[config.mk]
export PLATFORM = sky130hd
export DESIGN_NAME = voxel_stepper
export DESIGN_NICKNAME = d
export VERILOG_FILES = /design/src/rtl/voxel_pkg.sv /design/src/rtl/bounds_check.sv /design/src/rtl/voxel_stepper.sv
export SDC_FILE = /design/constraint.sdc
export NUM_CORES = 1
export LEC_CHECK = 0
export CAP_MARGIN = 40
export CORE_MARGIN = 10
export CORE_UTILIZATION = 46
export CTS_BUF_LIST = sky130_fd_sc_hd__clkbuf_4 sky130_fd_sc_hd__clkbuf_8
export DETAILED_ROUTE_END_ITERATION = 12
export PLACE_DENSITY = 0.7
export SLEW_MARGIN = 20
export SYNTH_ARGS = -nofsm -noshare
export SYNTH_HDL_FRONTEND = slang
export SYNTH_SLANG_ARGS = --single-unit
[constraint.sdc]
create_clock -name clk -period 5.8 [get_ports clk]
set_input_delay 1.74 -clock clk [delete_from_list [all_inputs] [get_ports clk]]
set_output_delay 1.74 -clock clk [all_outputs]
set_load 0.1 [all_outputs]
[src/rtl/voxel_pkg.sv]
// Shared defaults, reason codes and state encoding for the voxel ray stepper.
package voxel_pkg;

    localparam int DEF_COORD_W   = 6;
    localparam int DEF_MAX_VAL   = 31;
    localparam int DEF_T_W       = 16;
    localparam int DEF_MAX_STEPS = 96;

    typedef enum logic [1:0] {
        REASON_NONE  = 2'b00,
        REASON_OOB   = 2'b01,
        REASON_STEPS = 2'b10
    } reason_e;

    typedef enum logic {
        ST_IDLE = 1'b0,
        ST_EMIT = 1'b1
    } state_e;

    typedef enum logic [1:0] {
        AXIS_X = 2'd0,
        AXIS_Y = 2'd1,
        AXIS_Z = 2'd2
    } axis_e;

endpackage

[src/rtl/bounds_check.sv]
// Flags a voxel coordinate triple that lies outside the 0..MAX_VAL grid on any axis.
module bounds_check
    import voxel_pkg::*;
#(
    parameter int COORD_W = DEF_COORD_W,
    parameter int MAX_VAL = DEF_MAX_VAL
) (
    input  logic [COORD_W-1:0] i_ix,
    input  logic [COORD_W-1:0] i_iy,
    input  logic [COORD_W-1:0] i_iz,
    output logic               o_oob
);

    localparam logic [COORD_W-1:0] LIMIT = COORD_W'(MAX_VAL);

    assign o_oob = (i_ix > LIMIT) || (i_iy > LIMIT) || (i_iz > LIMIT);

endmodule

[src/rtl/voxel_stepper.sv]
// Amanatides-Woo style voxel walker: accepts a ray setup, then emits one voxel per
// accepted beat until the ray leaves the grid, hits the step limit, or is aborted.
module voxel_stepper
    import voxel_pkg::*;
#(
    parameter int COORD_W   = DEF_COORD_W,
    parameter int MAX_VAL   = DEF_MAX_VAL,
    parameter int T_W       = DEF_T_W,
    parameter int MAX_STEPS = DEF_MAX_STEPS
) (
    input  logic               clk,
    input  logic               rst,
    input  logic               start_valid,
    output logic               start_ready,
    input  logic [COORD_W-1:0] start_ix,
    input  logic [COORD_W-1:0] start_iy,
    input  logic [COORD_W-1:0] start_iz,
    input  logic               step_x,
    input  logic               step_y,
    input  logic               step_z,
    input  logic [T_W-1:0]     tmax_x,
    input  logic [T_W-1:0]     tmax_y,
    input  logic [T_W-1:0]     tmax_z,
    input  logic [T_W-1:0]     tdelta_x,
    input  logic [T_W-1:0]     tdelta_y,
    input  logic [T_W-1:0]     tdelta_z,
    input  logic               abort,
    output logic               vox_valid,
    input  logic               vox_ready,
    output logic [COORD_W-1:0] vox_ix,
    output logic [COORD_W-1:0] vox_iy,
    output logic [COORD_W-1:0] vox_iz,
    output logic               vox_last,
    output logic [1:0]         vox_reason
);

    localparam int                 CNT_W    = $clog2(MAX_STEPS + 1);
    localparam logic [CNT_W-1:0]   LAST_CNT = CNT_W'(MAX_STEPS - 1);
    localparam logic [COORD_W-1:0] LIMIT    = COORD_W'(MAX_VAL);

    state_e             r_state;
    logic [COORD_W-1:0] r_ix, r_iy, r_iz;
    logic               r_step_x, r_step_y, r_step_z;
    logic [T_W-1:0]     r_tmax_x, r_tmax_y, r_tmax_z;
    logic [T_W-1:0]     r_tdelta_x, r_tdelta_y, r_tdelta_z;
    logic [CNT_W-1:0]   r_step_cnt;

    axis_e              w_sel;
    logic [COORD_W-1:0] w_nx, w_ny, w_nz;
    logic [T_W-1:0]     w_ntx, w_nty, w_ntz;
    logic               w_cur_oob, w_nxt_oob, w_at_limit, w_last;
    reason_e            w_reason;

    function automatic logic [T_W-1:0] sat_add(input logic [T_W-1:0] a, input logic [T_W-1:0] b);
        logic [T_W:0] sum;
        sum = {1'b0, a} + {1'b0, b};
        return sum[T_W] ? '1 : sum[T_W-1:0];
    endfunction

    // Smallest tMax wins; ties go to x, then y.
    // NOTE: every always_comb output gets a default first so no path can infer a latch.
    always_comb begin
        w_sel = AXIS_Z;
        if (r_tmax_x <= r_tmax_y && r_tmax_x <= r_tmax_z) w_sel = AXIS_X;
        else if (r_tmax_y <= r_tmax_z)                    w_sel = AXIS_Y;
    end

    always_comb begin
        w_nx  = r_ix;
        w_ny  = r_iy;
        w_nz  = r_iz;
        w_ntx = r_tmax_x;
        w_nty = r_tmax_y;
        w_ntz = r_tmax_z;
        case (w_sel)
            AXIS_X: begin
                w_nx  = r_step_x ? r_ix + 1'b1 : r_ix - 1'b1;
                w_ntx = sat_add(r_tmax_x, r_tdelta_x);
            end
            AXIS_Y: begin
                w_ny  = r_step_y ? r_iy + 1'b1 : r_iy - 1'b1;
                w_nty = sat_add(r_tmax_y, r_tdelta_y);
            end
            default: begin
                w_nz  = r_step_z ? r_iz + 1'b1 : r_iz - 1'b1;
                w_ntz = sat_add(r_tmax_z, r_tdelta_z);
            end
        endcase
    end

    bounds_check #(
        .COORD_W(COORD_W),
        .MAX_VAL(MAX_VAL)
    ) u_next_bounds (
        .i_ix (w_nx),
        .i_iy (w_ny),
        .i_iz (w_nz),
        .o_oob(w_nxt_oob)
    );

    assign w_cur_oob  = (r_ix > LIMIT) || (r_iy > LIMIT) || (r_iz > LIMIT);
    assign w_at_limit = (r_step_cnt == LAST_CNT);
    assign w_last     = w_cur_oob || w_nxt_oob || w_at_limit;
    assign w_reason   = (w_cur_oob || w_nxt_oob) ? REASON_OOB :
                        w_at_limit               ? REASON_STEPS : REASON_NONE;

    assign start_ready = (r_state == ST_IDLE);
    assign vox_valid   = (r_state == ST_EMIT);
    assign vox_ix      = r_ix;
    assign vox_iy      = r_iy;
    assign vox_iz      = r_iz;
    assign vox_last    = vox_valid && w_last;
    assign vox_reason  = vox_valid ? w_reason : REASON_NONE;

    // NOTE: state is written with non-blocking assignments so all registers update together.
    always_ff @(posedge clk or posedge rst) begin
        if (rst) begin
            r_state    <= ST_IDLE;
            r_ix       <= '0;
            r_iy       <= '0;
            r_iz       <= '0;
            r_step_x   <= 1'b0;
            r_step_y   <= 1'b0;
            r_step_z   <= 1'b0;
            r_tmax_x   <= '0;
            r_tmax_y   <= '0;
            r_tmax_z   <= '0;
            r_tdelta_x <= '0;
            r_tdelta_y <= '0;
            r_tdelta_z <= '0;
            r_step_cnt <= '0;
        end else begin
            case (r_state)
                ST_IDLE: begin
                    if (start_valid) begin
                        r_ix       <= start_ix;
                        r_iy       <= start_iy;
                        r_iz       <= start_iz;
                        r_step_x   <= step_x;
                        r_step_y   <= step_y;
                        r_step_z   <= step_z;
                        r_tmax_x   <= tmax_x;
                        r_tmax_y   <= tmax_y;
                        r_tmax_z   <= tmax_z;
                        r_tdelta_x <= tdelta_x;
                        r_tdelta_y <= tdelta_y;
                        r_tdelta_z <= tdelta_z;
                        r_step_cnt <= '0;
                        r_state    <= ST_EMIT;
                    end
                end
                default: begin
                    // Abort wins over any beat in flight; the beat itself still counts as taken.
                    if (abort) begin
                        r_state <= ST_IDLE;
                    end else if (vox_ready) begin
                        if (w_last) begin
                            r_state <= ST_IDLE;
                        end else begin
                            r_ix       <= w_nx;
                            r_iy       <= w_ny;
                            r_iz       <= w_nz;
                            r_tmax_x   <= w_ntx;
                            r_tmax_y   <= w_nty;
                            r_tmax_z   <= w_ntz;
                            r_step_cnt <= r_step_cnt + 1'b1;
                        end
                    end
                end
            endcase
        end
    end

endmodule

==> impl_metrics.yaml, run 1 <==
yosys:
  synth_area_um2: 9000
  postSynthNetCount: 1299
  syn_inst: 1062
  synthTopCellsByArea: "sky130_fd_sc_hd__dfrtp_1, sky130_fd_sc_hd__ha_1, sky130_fd_sc_hd__nand2_1"
  ys_warns: 0
  synthFlopType: "sky130_fd_sc_hd__dfrtp_1"
  synth.ff_latch_count: 125
  seq_area_frac_synth_pct: 34.8
  synth.top_cell.area_share_pct: 34.8
  number_of_library_cell_types_mapped_by_synthesis: 63
  synthArstFlopShare_pct: 100
  post_syn_area_per_cell_um2: 8.48
  synth-edff-count: 0
  synth_area_leader_cell: "sky130_fd_sc_hd__dfrtp_1"
clock_network:
  postCtsSetupRepairBufs: 0
  cts.clk_slew.worst_paths_ns: 0.08
  cts_repair_resize_count: 0
  maximum_level_of_the_cts_h_tree: 4
  cts_made_buffers: 17
  worst_case_clock_buffer_depth: 2
  clk-insertion-delay-late_ns: 0.48
  clk_sink_count: 125
  cts.hold.buffers_added: 0
  cts_tree: "yes"
  root_buffer: "sky130_fd_sc_hd__clkbuf_8"
sta:
  tightestPinTransition_ns: 0.808
  fin_skew_ns: 0.0156
  hold_vio_cnt_final: 0
  timing.max_slew.rel_slack_pct: 46.1
  slew_violations: 0
  final.min_clock_period_ns: 5.45
  tns_ns: 0
  report.final.setup_viol: 0
  max_freq_mhz: 184
  final_min_period_over_clock_period_pct: 93.9
  rsz0062_at_grt: "false"
  finalHoldWorstSlack_ns: 0.489
route:
  via_count: 8325
  viasPerCell: 5.56
  drt-wirelength-per-cell_um: 17.6
  postRouteWirelength_um: 26300
  drt_iter0_markers: 546
  drt_pre_antenna_iters: 5
  remaining_design_rule_violation_count: 0
  number_of_routed_nets_with_antenna_violations: 0
floorplanning:
  die_area_um2: 25600
  number_of_rows_in_the_core_area: 51
  chipHeight_um: 160
  core-area_um2: 19300
  initial_utilization_pct: 46.6
  die_w_um: 160
  design.portCount: 145
placement:
  port_buffers: 144
  globalplace.congestion: 0.877
  hpwl_um: 20200
layout:
  syn2layout_area_growth_pct: 28.1
  mostFrequentLayoutCells: "sky130_fd_sc_hd__nand2_1, sky130_fd_sc_hd__clkdlybuf4s50_1, sky130_fd_sc_hd__dfrtp_1, sky130_fd_sc_hd__ha_1, sky130_fd_sc_hd__o21ai_0"
  drive_gt1_share_pct: 6.89
  most_common_cell_after_layout_fill_and_taps_aside: "sky130_fd_sc_hd__nand2_1"
  final_net_count: 1457
  antenna_cells_inserted: 0
grt:
  grt_pass1_wl_um: 43700
  grt_usage_pct: 20.7
  grt_remaining_overflow: 0
  grt_antenna_before_repair: 0
  largest_net_degree_at_the_start_of_global_routing: 79
  via_count_of_the_first_global_routing_pass: 8589
job:
  cap_viol_max_count: 0
setup_path:
  criticalPathCategory: "flop to output pin"
  arrival_ns: 3.71
  crit_path_required_time_ns: 4.06
  cp-start-kind: "flop"
  worst-path-max-fanout: 6
  critPathMostFrequentCell: "sky130_fd_sc_hd__mux2i_1"
  worst_path_largest_cell_delay_ns: 0.43
  critical-path-top-delay-family: "compound AO/OA/AOI/OAI gates"
  worst_path_buffer_plus_inverter_count: 2
  critPathCaptureType: "output pin"
  timing.critical_path.cells: "inv_1 -> ha_1 -> nand4_1 -> nor4_1 -> a21boi_0 -> o31a_1 -> mux2i_1 -> mux2i_1 -> a21oi_1 -> buf_4"
  cpMaxStageDelayCell: "sky130_fd_sc_hd__nor4_1"
power:
  power_leakage_nw: 5.27
  power_per_cell_area_nw_per_um2: 503
  peakVddDrop_v: 0.000229
hold_path:
  worst_hold_path_type: "flop to flop"
outcome:
  run_status: "finished clean"
## final cells by class
| cell class | count | area (µm²) |
|---|---|---|
| clock buffers | 18 | 241 |
| clock inverters | 14 | 205 |
| fillers | 1719 | 7800 |
| inverters | 75 | 284 |
| multi-input cells | 825 | 5470 |
| flip-flops and latches | 125 | 3130 |
| well taps | 265 | 332 |
| repair buffers | 176 | 1870 |
## per-layer routing
layer | wire length, µm | GRT usage (%) | up-vias
li1 | - | - | 4141
met1 | 12300 | 26.8 | 3944
met2 | 12300 | 34.1 | 202
met3 | 1230 | 4.40 | 38
met4 | 467 | 5.93 | 0
met5 | 0 | 0 | -
## stage by stage
step | cell area (µm²) | power, W | setup slack [ns] | std cells | util (%)
floorplan | 9010 | 0.00386 | 0.133 | 1062 | -
global placement | 10700 | 0.00465 | 1.17 | 1446 | 55.5
detailed placement | 11100 | 0.00489 | 0.923 | 1466 | 57.3
CTS | 11500 | 0.00579 | 0.363 | 1498 | 59.6
global route | 11500 | 0.00629 | 0.0414 | 1498 | 59.6
finish | 11500 | 0.00580 | 0.351 | 1498 | 59.6
## synthesized netlist by cell type, drive strengths merged, types with 8 or more instances
master and number:
o221ai 33, o31ai 8, o22ai 16, nor2b 10, nor3 14, o211ai 8, clkbuf 33, inv 74
mux2i 8, a21oi 68, ha 109, xor2 11, nand3 16, or3 11, xnor2 25, nand4 11
nor2 47, nand2 216, dfrtp 125, or4 8, o21a 15, o21ai 93, a21o 12
## where the power goes
group	leakage [nW]	total (W)	switching [W]	internal, W
registers	1.53	0.00140	0.000273	0.00113
logic	3.52	0.00351	0.00205	0.00146
clock network	0.219	0.000887	0.000406	0.000481
## cells by family after synthesis
logic type               synth area share, %
AO/OA/AOI/OAI                           21.5
XOR/XNOR                                3.50
adder cells (fa/ha/maj)                 16.5
buffers and inverters                   4.77
flip-flops                              34.8
multiplexers                            1.31
AND/OR/NAND/NOR                         17.7
## worst reg2reg max path: cells and delay by family, from the launching register on
family | cells | cell delay, ns
AO/OA/AOI/OAI | 4 | 1.35
AND/OR/NAND/NOR | 3 | 1.01
flip-flops | 1 | 0.41
adder cells (fa/ha/maj) | 1 | 0.32
buffers and inverters | 1 | 0.08
## state kept, by name, summed over array words and instances, names as in the netlist
| register | flops |
|---|---|
| r_step_cnt | 7 |
| r_step_z | 1 |
| vox_iy | 6 |
| r_tdelta_x | 16 |
| r_step_y | 1 |
| r_tdelta_y | 16 |
| vox_valid | 1 |
| vox_iz | 6 |
| r_tmax_z | 16 |
| r_tdelta_z | 16 |
| r_tmax_x | 16 |
| vox_ix | 6 |
| r_tmax_y | 16 |
| r_step_x | 1 |
## worst paths after layout
check | cells after the start | start | slack, ns | to
worst max-delay path | 10 | r_tmax_z[15]$_DFFE_PP0P_ | 0.35 | vox_reason[0]
worst min-delay path | 2 | r_tdelta_y[0]$_DFFE_PP0P_ | 0.49 | r_tdelta_y[0]$_DFFE_PP0P_
worst max register to register | 9 | r_tmax_y[9]$_DFFE_PP0P_ | 2.51 | vox_iy[4]$_DFFE_PP0P_
worst min register to register | 2 | r_tdelta_y[0]$_DFFE_PP0P_ | 0.49 | r_tdelta_y[0]$_DFFE_PP0P_
max in group asynchronous | 3 | rst | 3.24 | r_tmax_z[0]$_DFFE_PP0P_
min in group asynchronous | 2 | rst | 1.74 | r_tdelta_x[4]$_DFFE_PP0P_
No activity file was read; power rests on OpenSTA's default activity.
==> run 2, diff against run 1 <==
- SYNTH_HIERARCHICAL: unset -> 1
- clock period: 5.8 -> 6.7 ns (I/O delays scaled with it)
==> run 2 against run 1 <==
Against the previous run:
- register-to-register slack worse by 0.73 ns
- flip-flop and latch count did not move
- final cell count is 0.33% lower
- die area is essentially flat
- total power down 27%
- count of clock-buffer cells in the layout rose by 3
- global-route usage fell by 0.12 points
- non-clock buffer count rose by 3
- core utilization is 0.15 points higher
- critical path type unchanged
- largest power group unchanged
- highest routed layer unchanged
==> impl_metrics.yaml, run 2 <==
setup_path:
  cp-start-kind: "flop"
  r2r_cells: 16
  rrSetupSlack_ns: 1.78
  criticalPathCategory: "flop to output pin"
  crit_path_required_time_ns: 4.69
  arrival_ns: 4.26
  worst-path-max-fanout: 5
  cp_launch_point: "r_tmax_z[13]$_DFFE_PP0P_"
  r2r-start: "r_tmax_z[13]$_DFFE_PP0P_"
  timing.critical_path.to: "vox_last"
  critPathCaptureType: "output pin"
  worst_r2r_endpoint: "r_tmax_x[15]$_DFFE_PP0P_"
sta:
  rsz0062_at_grt: "false"
  final.setup.worst_slack_ns: 0.426
  report.final.setup_viol: 0
  fin_skew_ns: 0.00840
  hold_vio_cnt_final: 0
  slew_violations: 0
  final_min_period_over_clock_period_pct: 93.6
  tns_ns: 0
  timing.max_slew.rel_slack_pct: 44.8
  finalHoldWorstSlack_ns: 0.486
  tightestPinTransition_ns: 0.828
  final.min_clock_period_ns: 6.27
  max_freq_mhz: 159
clock_network:
  maximum_level_of_the_cts_h_tree: 4
  cts_repair_resize_count: 0
  cts.clk_slew.worst_paths_ns: 0.08
  worst_case_clock_buffer_depth: 2
  root_buffer: "sky130_fd_sc_hd__clkbuf_8"
  postCtsSetupRepairBufs: 0
  cts.hold.buffers_added: 0
  clk-insertion-delay-late_ns: 0.46
  clk_sink_count: 125
  cts_tree: "yes"
  cts_made_buffers: 17
route:
  drt_iter0_markers: 439
  viasPerCell: 5.48
  drt-wirelength-per-cell_um: 17.7
  remaining_design_rule_violation_count: 0
  via_count: 8178
  number_of_routed_nets_with_antenna_violations: 0
  postRouteWirelength_um: 26500
  drt_pre_antenna_iters: 5
grt:
  largest_net_degree_at_the_start_of_global_routing: 54
  grt_remaining_overflow: 0
  via_count_of_the_first_global_routing_pass: 8283
  grt_antenna_before_repair: 0
  grt_pass1_wl_um: 43200
  grt_usage_pct: 20.6
layout:
  mostFrequentLayoutCells: "sky130_fd_sc_hd__nand2_1, sky130_fd_sc_hd__clkdlybuf4s50_1, sky130_fd_sc_hd__dfrtp_1, sky130_fd_sc_hd__ha_1, sky130_fd_sc_hd__o21ai_0"
  num-fill-cells: 1724
  multiInputGateArea_um2: 5480
  final_net_count: 1452
  seqCellArea_um2: 3130
  syn2layout_area_growth_pct: 28.7
  antenna_cells_inserted: 0
  most_common_cell_after_layout_fill_and_taps_aside: "sky130_fd_sc_hd__nand2_1"
  drive_gt1_share_pct: 7.90
power:
  internal_power_summed_over_all_cells_w: 0.00237
  share_clk_of_total_power_pct: 16.9
  comb_power_share_pct: 56.4
  peakVddDrop_v: 0.000235
  switchingPower_w: 0.00186
  seq_power_share_pct: 26.6
  sw_frac_of_total_pct: 44.0
  power_leakage_nw: 5.46
  power_per_cell_area_nw_per_um2: 365
floorplanning:
  die_w_um: 160
  number_of_rows_in_the_core_area: 51
  core-area_um2: 19400
  design.portCount: 145
  initial_utilization_pct: 46.5
  chipHeight_um: 160
  die_area_um2: 25600
placement:
  pre_cts_ws_ns: 0.743
  port_buffers: 144
  globalplace.congestion: 0.898
  hpwl_um: 20300
yosys:
  ys_warns: 6
  syn_inst: 1052
  synth_area_um2: 9010
  postSynthNetCount: 1289
  post_syn_area_per_cell_um2: 8.57
outcome:
  run_status: "finished clean"
hold_path:
  worst_hold_path_type: "flop to flop"
job:
  cap_viol_max_count: 0
## run 2: how the worst min path moves through the flow
stage,from,end,slack [ns],cells past startpoint
after floorplan,r_tdelta_x[0]$_DFFE_PP0P_,r_tdelta_x[0]$_DFFE_PP0P_,0.45,2
after global placement,r_tdelta_z[0]$_DFFE_PP0P_,r_tdelta_z[0]$_DFFE_PP0P_,0.47,2
after detailed placement,r_tdelta_z[0]$_DFFE_PP0P_,r_tdelta_z[0]$_DFFE_PP0P_,0.47,2
after CTS,r_tdelta_z[0]$_DFFE_PP0P_,r_tdelta_z[0]$_DFFE_PP0P_,0.49,2
after global routing,r_tdelta_z[0]$_DFFE_PP0P_,r_tdelta_z[0]$_DFFE_PP0P_,0.50,2
final,r_tdelta_z[2]$_DFFE_PP0P_,r_tdelta_z[2]$_DFFE_PP0P_,0.49,2
## run 2: final cells by class
cell class / instances / share of cell area [%]
flip-flops and latches: 125 / 27.0
clock buffers: 21 / 2.33
inverters: 68 / 2.22
multi-input cells: 824 / 47.2
clock inverters: 11 / 1.23
repair buffers: 179 / 17.2
well taps: 265 / 2.86
## run 2: power by group through the flow
stage | clock, W | combinational (W) | sequential (W)
floorplan | 0 | 0.00159 | 0.00121
global placement | 0 | 0.00220 | 0.00113
detailed placement | 0 | 0.00233 | 0.00113
CTS | 0.000725 | 0.00234 | 0.00112
global route | 0.000757 | 0.00266 | 0.00115
finish | 0.000716 | 0.00239 | 0.00113
## run 2: critical path, cell delays in order, from the launching register on
cell and delay [ns]:
sky130_fd_sc_hd__dfrtp_1 0.39, sky130_fd_sc_hd__inv_1 0.12, sky130_fd_sc_hd__ha_1 0.32, sky130_fd_sc_hd__nand4_1 0.18, sky130_fd_sc_hd__nor4_1 0.41, sky130_fd_sc_hd__a21bo_2 0.28
sky130_fd_sc_hd__o211ai_1 0.10, sky130_fd_sc_hd__and2_1 0.31, sky130_fd_sc_hd__nand3_1 0.14, sky130_fd_sc_hd__xnor2_1 0.14, sky130_fd_sc_hd__or3_1 0.30, sky130_fd_sc_hd__nor4_1 0.42
sky130_fd_sc_hd__nand2b_1 0.24, sky130_fd_sc_hd__and2_1 0.23, sky130_fd_sc_hd__buf_4 0.23
## run 2: through the flow
step	total power (W)	instance area, µm²	instances	utilization (%)
final	0.00423	11600	1493	59.8
after global routing	0.00457	11600	1493	59.8
after CTS	0.00419	11600	1488	59.6
after detailed placement	0.00346	11100	1456	57.5
after global placement	0.00333	10700	1431	55.0
after floorplan	0.00280	9010	1052	-
## run 2: metal layers
layer | vias to the layer above | routed length, µm | track usage, %
met3 | 33 | 1700 | 6.07
met2 | 203 | 11900 | 32.0
met4 | 0 | 501 | 6.05
met1 | 3904 | 12400 | 27.1
li1 | 4038 | - | -
met5 | - | 0 | 0
==> run 3, diff against run 2 <==
- HOLD_SLACK_MARGIN: unset -> 0.02
- PLACE_DENSITY: 0.7 -> 0.73
- clock period: 6.7 -> 5 ns (I/O delays scaled with it)
==> run 3 against run 2 <==
Against the previous run:
- the run now ends with setup timing left
- core utilization grew 2.7 points
- total power grew 42%
- first-iteration DRC count grew 36%
- critical path depth shrank 1
- sequential power grew 32%
- non-clock buffer count grew 39
- clock skew grew 0.0029 ns
- clock power grew 35%
- final cell count grew 2.6%
- hold slack is essentially flat
- largest cell class unchanged
- critical path type unchanged
==> impl_metrics.yaml, run 3 (synthesized netlist as in run 2, its figures left out) <==
outcome:
  run_status: "finished with violations"
  violated_checks: "setup timing"
layout:
  syn2layout_area_growth_pct: 34.6
  antenna_cells_inserted: 0
  drive_gt1_share_pct: 13.4
  most_common_cell_after_layout_fill_and_taps_aside: "sky130_fd_sc_hd__nand2_1"
  final_net_count: 1491
  finish.utilization_pct: 62.5
  mostFrequentLayoutCells: "sky130_fd_sc_hd__nand2_1, sky130_fd_sc_hd__clkdlybuf4s50_1, sky130_fd_sc_hd__dfrtp_1, sky130_fd_sc_hd__ha_1, sky130_fd_sc_hd__o21ai_0"
setup_path:
  crit_path_required_time_ns: 3.50
  timing.critical_path.cells: "ha_4 -> nand4_1 -> or4_4 -> o221a_4 -> o22ai_4 -> nand3_2 -> xnor2_1 -> or3_1 -> nor4_2 -> buf_4 -> nand2b_1 -> and2_4 -> buf_12"
  cpMaxStageDelayCell: "sky130_fd_sc_hd__or4_4"
  critPathCaptureType: "output pin"
  criticalPathCategory: "flop to output pin"
  r2r_cells: 15
  worst-path-max-fanout: 5
  arrival_ns: 3.78
  cp_launch_point: "r_tmax_x[11]$_DFFE_PP0P_"
  worst_path_largest_cell_delay_ns: 0.53
  cp-start-kind: "flop"
  r2r-start: "r_tmax_x[11]$_DFFE_PP0P_"
clock_network:
  cts.clk_slew.worst_paths_ns: 0.09
  root_buffer: "sky130_fd_sc_hd__clkbuf_8"
  clk_sink_count: 125
  cts_tree: "yes"
  maximum_level_of_the_cts_h_tree: 4
  worst_case_clock_buffer_depth: 2
  clk-insertion-delay-late_ns: 0.46
  cts.hold.buffers_added: 0
  cts_made_buffers: 17
floorplanning:
  chipHeight_um: 160
  design.portCount: 145
  die_w_um: 160
  core-area_um2: 19400
  die_area_um2: 25600
  initial_utilization_pct: 46.5
  number_of_rows_in_the_core_area: 51
placement:
  globalplace.congestion: 0.956
  port_buffers: 144
  pre_cts_ws_ns: 0.158
  hpwl_um: 20100
sta:
  final.setup.worst_slack_ns: -0.284
  hold_vio_cnt_final: 0
  slew_violations: 0
  tightestPinTransition_ns: 0.702
  timing.max_slew.rel_slack_pct: 53.2
  finalHoldWorstSlack_ns: 0.486
  fin_skew_ns: 0.0113
  max_freq_mhz: 189
  final_min_period_over_clock_period_pct: 106
  rsz0062_at_grt: "true"
  final.min_clock_period_ns: 5.28
  report.final.setup_viol: 3
job:
  cap_viol_max_count: 0
route:
  remaining_design_rule_violation_count: 0
  drt_iter0_markers: 596
  drt_pre_antenna_iters: 5
  drt-wirelength-per-cell_um: 17.8
  viasPerCell: 5.51
  number_of_routed_nets_with_antenna_violations: 0
  postRouteWirelength_um: 27300
  via_count: 8448
power:
  power_per_cell_area_nw_per_um2: 496
  power_leakage_nw: 5.66
  peakVddDrop_v: 0.000256
grt:
  grt_remaining_overflow: 0
  via_count_of_the_first_global_routing_pass: 8371
  grt_pass1_wl_um: 43400
  grt_usage_pct: 20.7
  grt_antenna_before_repair: 0
  largest_net_degree_at_the_start_of_global_routing: 63
hold_path:
  timing.hold.worst.start: "r_tdelta_z[0]$_DFFE_PP0P_"
  worst_hold_path_type: "flop to flop"
  whs_path_depth: 2
[run 3: what timing repair did]
action,4_1_cts,5_1_grt
setup endpoints to repair,3,3
setup buffers,20,15
pin swaps,3,6
gates resized for setup,10,19
gates cloned,0,0
[run 3: final cells by class]
cell class / count / area, µm²
inverters: 68 / 258
repair buffers: 218 / 2300
multi-input cells: 824 / 5670
well taps: 265 / 332
clock buffers: 17 / 234
fillers: 1637 / 7270
flip-flops and latches: 125 / 3140
clock inverters: 15 / 189
[run 3: through the flow]
stage          setup TNS (ns)  power [W]  instance area (µm²)  instances
2_1_floorplan          -0.373    0.00375                 9020       1052
3_3_place_gp                0    0.00448                10800       1443
3_5_place_dp                0    0.00468                11200       1463
4_1_cts                -0.487    0.00579                11800       1515
5_1_grt                 -1.17    0.00646                12100       1532
6_report               -0.690    0.00601                12100       1532
[run 3: path summary, 6_finish.rpt]
path / end / slack, ns
max: vox_last / -0.28
min in group asynchronous: vox_ix[2]$_DFFE_PP0P_ / 1.46
min: r_tdelta_z[0]$_DFFE_PP0P_ / 0.49
min reg2reg: r_tdelta_z[0]$_DFFE_PP0P_ / 0.49
max in group asynchronous: r_tdelta_z[1]$_DFFE_PP0P_ / 2.69
max reg2reg: vox_ix[0]$_DFFE_PP0P_ / 0.40
[run 3: power breakdown]
group          internal, W  switching (W)  total, W
logic              0.00161        0.00194   0.00355
registers          0.00124       0.000248   0.00149
clock network     0.000500       0.000469  0.000969
[run 3: worst max-delay path: cells and delay by family (launching register included)]
| kind | cells | cell delay, ns |
|---|---|---|
| DFF | 1 | 0.46 |
| and+or+nand+nor | 7 | 1.56 |
| AOI/OAI and AO/OA | 2 | 0.52 |
| xor gates and xnor gates | 1 | 0.13 |
| adders and majority gates | 1 | 0.30 |
| buffers and inverters | 2 | 0.33 |
[run 3: per-layer routing]
| metal | routed length, µm | GRT usage [%] | share of wire [%] |
|---|---|---|---|
| met5 | 0 | 0 | 0 |
| met4 | 587 | 6.26 | 2.2 |
| met3 | 1940 | 5.78 | 7.1 |
| met2 | 12700 | 32.6 | 47 |
| met1 | 12000 | 26.9 | 44 |
